### src/rtl/rst_seq_pkg.sv
// Shared types and elaboration-time helpers for the reset sequencer.
package rst_seq_pkg;

  typedef enum logic [1:0] {
    ST_HOLD    = 2'd0,
    ST_RELEASE = 2'd1,
    ST_RUN     = 2'd2,
    ST_DRAIN   = 2'd3
  } state_e;

  // Bits needed to hold values 0..v-1 (0 for v <= 1).
  function automatic int clog2(input int v);
    int r;
    r = 0;
    for (int i = 0; i < 31; i++) begin
      if ((1 << i) < v) r = i + 1;
    end
    return r;
  endfunction

  function automatic int max2(input int a, input int b);
    return (a > b) ? a : b;
  endfunction

endpackage

### src/rtl/rst_sync_2ff.sv
// Two-flop reset synchronizer: asserts immediately, releases on the
// second clock edge after the raw reset deasserts.
module rst_sync_2ff (
  input  logic clk_i,
  input  logic arst_ni,
  output logic srst_no
);

  logic meta_q;
  logic sync_q;

  // Shift a one in behind the asynchronous clear.
  always_ff @(posedge clk_i or negedge arst_ni) begin
    if (!arst_ni) begin
      meta_q <= 1'b0;
      sync_q <= 1'b0;
    end else begin
      meta_q <= 1'b1;
      sync_q <= meta_q;
    end
  end

  assign srst_no = sync_q;

endmodule

### src/rtl/rst_sequencer.sv
// Ordered per-domain reset release with a soft-reset drain/re-release loop.
// Domain 0 comes out of reset first and goes back in last, so the released
// set is always a contiguous run from bit 0 (thermometer code).
module rst_sequencer
  import rst_seq_pkg::*;
#(
  parameter int NUM_DOMAINS = 3,
  parameter int HOLD_CYCLES = 16,
  parameter int GAP_CYCLES  = 8
) (
  input  logic                   CLK,
  input  logic                   RST,
  input  logic                   SOFT_RST_REQ,
  output logic                   SOFT_RST_ACK,
  output logic [NUM_DOMAINS-1:0] DOMAIN_RST_N,
  output logic                   SEQ_DONE,
  output logic                   BUSY
);

  localparam int CNT_W = clog2(max2(HOLD_CYCLES, GAP_CYCLES) + 1);
  localparam int IDX_W = max2(1, clog2(NUM_DOMAINS));

  localparam logic [CNT_W-1:0] HOLD_LAST  = CNT_W'(HOLD_CYCLES - 1);
  localparam logic [CNT_W-1:0] GAP_LAST   = CNT_W'(GAP_CYCLES - 1);
  localparam logic [IDX_W-1:0] IDX_TOP    = IDX_W'(NUM_DOMAINS - 1);
  localparam logic [IDX_W-1:0] IDX_DRAIN0 = IDX_W'(max2(NUM_DOMAINS - 2, 0));

  logic rst_s;

  state_e                 state_q, state_d;
  logic [CNT_W-1:0]       cnt_q,   cnt_d;
  logic [IDX_W-1:0]       idx_q,   idx_d;
  logic [NUM_DOMAINS-1:0] dom_q,   dom_d;
  logic                   done_q,  done_d;
  logic                   busy_q,  busy_d;
  logic                   ack_q,   ack_d;

  rst_sync_2ff u_sync (
    .clk_i   (CLK),
    .arst_ni (RST),
    .srst_no (rst_s)
  );

  // Next-state: counter paces each step and is cleared whenever a domain
  // changes, so it never needs to wrap. Releases shift a one in at bit 0,
  // drains shift the top bit out, keeping the thermometer shape by design.
  always_comb begin
    state_d = state_q;
    cnt_d   = cnt_q;
    idx_d   = idx_q;
    dom_d   = dom_q;
    done_d  = done_q;
    busy_d  = busy_q;
    ack_d   = 1'b0;
    case (state_q)
      ST_HOLD: begin
        if (cnt_q == HOLD_LAST) begin
          cnt_d = '0;
          dom_d = NUM_DOMAINS'({dom_q, 1'b1});
          if (NUM_DOMAINS == 1) begin
            state_d = ST_RUN;
            done_d  = 1'b1;
            busy_d  = 1'b0;
          end else begin
            state_d = ST_RELEASE;
            idx_d   = IDX_W'(1);
          end
        end else begin
          cnt_d = cnt_q + 1'b1;
        end
      end
      ST_RELEASE: begin
        if (cnt_q == GAP_LAST) begin
          cnt_d = '0;
          dom_d = NUM_DOMAINS'({dom_q, 1'b1});
          if (idx_q == IDX_TOP) begin
            state_d = ST_RUN;
            done_d  = 1'b1;
            busy_d  = 1'b0;
          end else begin
            idx_d = idx_q + 1'b1;
          end
        end else begin
          cnt_d = cnt_q + 1'b1;
        end
      end
      ST_RUN: begin
        if (SOFT_RST_REQ) begin
          ack_d  = 1'b1;
          done_d = 1'b0;
          busy_d = 1'b1;
          cnt_d  = '0;
          dom_d  = dom_q >> 1;
          if (NUM_DOMAINS == 1) begin
            state_d = ST_HOLD;
            idx_d   = '0;
          end else begin
            state_d = ST_DRAIN;
            idx_d   = IDX_DRAIN0;
          end
        end
      end
      ST_DRAIN: begin
        if (cnt_q == GAP_LAST) begin
          cnt_d = '0;
          dom_d = dom_q >> 1;
          if (idx_q == '0) begin
            state_d = ST_HOLD;
          end else begin
            idx_d = idx_q - 1'b1;
          end
        end else begin
          cnt_d = cnt_q + 1'b1;
        end
      end
      default: state_d = ST_HOLD;
    endcase
  end

  // State and registered outputs, cleared by the synchronized reset.
  always_ff @(posedge CLK or negedge rst_s) begin
    if (!rst_s) begin
      state_q <= ST_HOLD;
      cnt_q   <= '0;
      idx_q   <= '0;
      dom_q   <= '0;
      done_q  <= 1'b0;
      busy_q  <= 1'b1;
      ack_q   <= 1'b0;
    end else begin
      state_q <= state_d;
      cnt_q   <= cnt_d;
      idx_q   <= idx_d;
      dom_q   <= dom_d;
      done_q  <= done_d;
      busy_q  <= busy_d;
      ack_q   <= ack_d;
    end
  end

  assign DOMAIN_RST_N = dom_q;
  assign SEQ_DONE     = done_q;
  assign BUSY         = busy_q;
  assign SOFT_RST_ACK = ack_q;

  // A released domain always has every lower-indexed domain released too.
  a_thermo: assert property (@(posedge CLK)
    ((DOMAIN_RST_N >> 1) & ~DOMAIN_RST_N) == '0);

  // The acknowledge edge is also the edge that drops SEQ_DONE.
  a_ack_done: assert property (@(posedge CLK) !(SOFT_RST_ACK && SEQ_DONE));

endmodule

### config.mk
export PLATFORM = sky130hd
export DESIGN_NAME = rst_sequencer
export DESIGN_NICKNAME = d
export VERILOG_FILES = /design/src/rtl/rst_seq_pkg.sv /design/src/rtl/rst_sync_2ff.sv /design/src/rtl/rst_sequencer.sv
export SDC_FILE = /design/constraint.sdc
export NUM_CORES = 1
export LEC_CHECK = 0
export ABC_AREA = 1
export ABC_CLOCK_PERIOD_IN_PS = 800
export CORE_ASPECT_RATIO = 0.8
export CORE_MARGIN = 1.5
export CORE_UTILIZATION = 25
export DETAILED_ROUTE_END_ITERATION = 7
export SYNTH_ARGS = -nofsm -noshare
export SYNTH_HDL_FRONTEND = slang
export SYNTH_SLANG_ARGS = --single-unit
### constraint.sdc
create_clock -name CLK -period 0.8 [get_ports CLK]
set_input_delay 0.2 -clock CLK [delete_from_list [all_inputs] [get_ports CLK]]
set_output_delay 0.2 -clock CLK [all_outputs]
set_load 0.05 [all_outputs]
==> results.yml <==
setup_path:
  critPathCaptureType: "flop"
  cp.required_ns: 0.95
  path_buf_inv: 3
  cp_slowest_cell: "dfrtp_1"
  cp_top_family: "flip-flops"
  reg2reg_from: "cnt_q[1]$_DFFE_PN0P_"
  slowest_delay_ns: 0.36
  startpoint: "cnt_q[1]$_DFFE_PN0P_"
  crit_top_cell: "ha_2"
  critPathKind: "reg -> reg"
  critPathLaunchType: "flop"
  critPathMaxFanout: 2
  crit_path_cell_trace: "ha_2 -> nand2_2 -> nor2_4 -> buf_4 -> buf_6 -> inv_1 -> ha_2 -> a21oi_2 -> a22oi_2"
  cp.depth: 9
  regToRegSetupSlack_ns: -0.68
  r2r-end: "cnt_q[4]$_DFFE_PN0P_"
  arrival_ns: 1.63
  reg2reg_depth: 9
synth:
  synth_top_area_share_pct: 40.3
  synth-seq-cells: 17
  synth_area_leaders: "dfrtp_1, nand2_1, ha_1, inv_1, nand3_1"
  synth_warnings: 0
  syn_area_per_cell_sq_um: 7.54
  synth.distinct_cells: 18
  syn_inst: 132
  syn_nets: 143
  synth_top_area_cell: "dfrtp_1"
  syn_area_sq_um: 995
  ys_seq_area_share_pct: 42.9
timing:
  finClkSkew_ns: 0.00400
  period_minus_slack_ns: 1.48
  finalHoldViolCount: 0
  slew_violations: 0
  finalCritPeriodShare_pct: 185
  worst_slack_ns: -0.680
  rsz0062_at_grt: "yes"
  finalSetupViolations: 21
  max_freq_mhz: 676
finish:
  diodes: 0
  syn_to_final_growth_pct: 79.5
  layout_commonest_cell: "nand2_1"
  final_cell_mix: "nand2_1, buf_4, dfrtp_1, inv_1, nand3_1"
  nNetsFinal: 195
  final_core_utilization_pct: 46.9
  final_area_sq_um: 1790
  drive_gt1_share_pct: 53.6
placement:
  pre_cts_ws_ns: -0.667
  port_buffers: 8
  place_area_sq_um: 1460
  gp_congestion: 0.774
  dp_hpwl_mm: 1.59
flow_run:
  cap_violations: 0
floorplan:
  num_rows: 20
  initial_core_util_pct: 26.2
  io_pins: 9
  fp.coreArea_sq_um: 3800
  die_w_um: 73.5
  die_area_sq_um: 4370
  die_h_um: 59.4
route:
  wirelength_mm: 2.51
  route.antenna.remaining_nets: 0
  drc_errors: 0
  viasPerCell: 4.11
  drtIter0Drc: 18
  vias: 977
  wl_per_cell_um: 10.5
  dr.pass1.iters: 4
run_status:
  violations: "setup timing"
  status: "finished with violations"
global_routing:
  gr-total-overflow: 0
  grt_max_degree: 16
  antenna_found_initial: 0
  grt_use_total_pct: 11.7
  grt_pass1_vias: 901
  grt_pass1_wl_mm: 3.88
cts:
  clock_latency_ns: 0.26
  cts_hold_buf: 0
  cts_tree: "built"
  cts.sinks: 17
  clock_path_buffers: 2
  cts.htree.levels: 1
  clkSlewWorstSetupHoldPaths_ns: 0.08
  cts_root_buffer: "clkbuf_8"
  cts_buffers: 3
power_and_ir_drop:
  p_leak_nw: 0.857
  peakVddDrop_uv: 2530
  powerDensity_nw_per_um2: 4180
hold_path:
  hp-class: "in -> async"
==> logic make-up (layout without fill, tap and decap cells) <==
family	count (synthesis)	count (layout)	share of synthesized area, %
buffers and inverters	17	68	6.41
other	1	1	0.377
adder cells (fa/ha/maj)	8	8	10.1
flip-flops	17	17	42.9
XOR/XNOR	1	1	0.881
AO/OA/AOI/OAI	11	11	5.79
AND/OR/NAND/NOR	77	77	33.6
==> worst max path at each step <==
stage	to	slack (ns)
3_5_place_dp	state_q[0]$_DFFE_PN0P_	-0.67
2_1_floorplan	idx_q[0]$_DFFE_PN0P_	-0.58
6_report	cnt_q[4]$_DFFE_PN0P_	-0.68
3_3_place_gp	idx_q[0]$_DFFE_PN0P_	-0.65
4_1_cts	idx_q[0]$_DFFE_PN0P_	-0.64
5_1_grt	cnt_q[4]$_DFFE_PN0P_	-0.76
==> synthesized netlist by cell type (all sizes together) <==
library cell / instances
a21oi: 5
a22oi: 1
ha: 8
inv: 17
xor2: 1
nand3: 11
nand3b: 1
o21ai: 5
nand2: 48
dfrtp: 16
dfstp: 1
conb: 1
nor2: 16
or2: 1
==> registers in the layout, indices dropped and copies added, names as in the netlist <==
signal          flops
BUSY                1
idx_q               2
cnt_q               5
DOMAIN_RST_N        3
state_q             2
u_sync.meta_q       1
u_sync.srst_no      1
SOFT_RST_ACK        1
SEQ_DONE            1
==> per-stage QoR <==
stage | cells | setup TNS, ns | hold WS (ns) | total power, mW
floorplan | 132 | -7.16 | -0.0956 | 3.82
global placement | 219 | -8.77 | 0.185 | 5.52
finish | 238 | -10.82 | 0.0924 | 7.47
global route | 238 | -12.15 | 0.0875 | 8.07
CTS | 232 | -10.23 | 0.0838 | 6.88
detailed placement | 219 | -8.96 | 0.189 | 5.56
==> repair_timing <==
action	CTS	global route
resized for setup	24	25
setup buffers	9	7
endpoints found under the setup margin	21	21
pin swaps	4	14
==> per-layer routing <==
metal / routed length, um / GRT usage, %
met5: 0 / 0
met4: 10 / 1.59
met3: 92 / 4.25
met2: 1230 / 18.3
met1: 1170 / 15.9
==> power by group <==
group	total (mW)	internal [mW]	switching, mW
combinational	5.26	2.57	2.69
sequential	1.51	1.22	0.289
clock	0.701	0.352	0.349
==> worst reg2reg max path: stages (launching register included) <==
cell	delay (ns)
dfrtp_1	0.36
ha_2	0.20
nand2_2	0.08
nor2_4	0.13
buf_4	0.12
buf_6	0.07
inv_1	0.03
ha_2	0.16
a21oi_2	0.14
a22oi_2	0.07
==> layout make-up <==
class,instances,area [sq um]
Sequential cell,17,433
Fill cell,375,2020
Tap cell,55,68.8
Multi-Input combinational cell,98,681
Clock inverter,1,7.51
Timing Repair Buffer,47,468
Inverter,17,86.3
Clock buffer,3,41.3
Power figures use the tool's default switching activity.
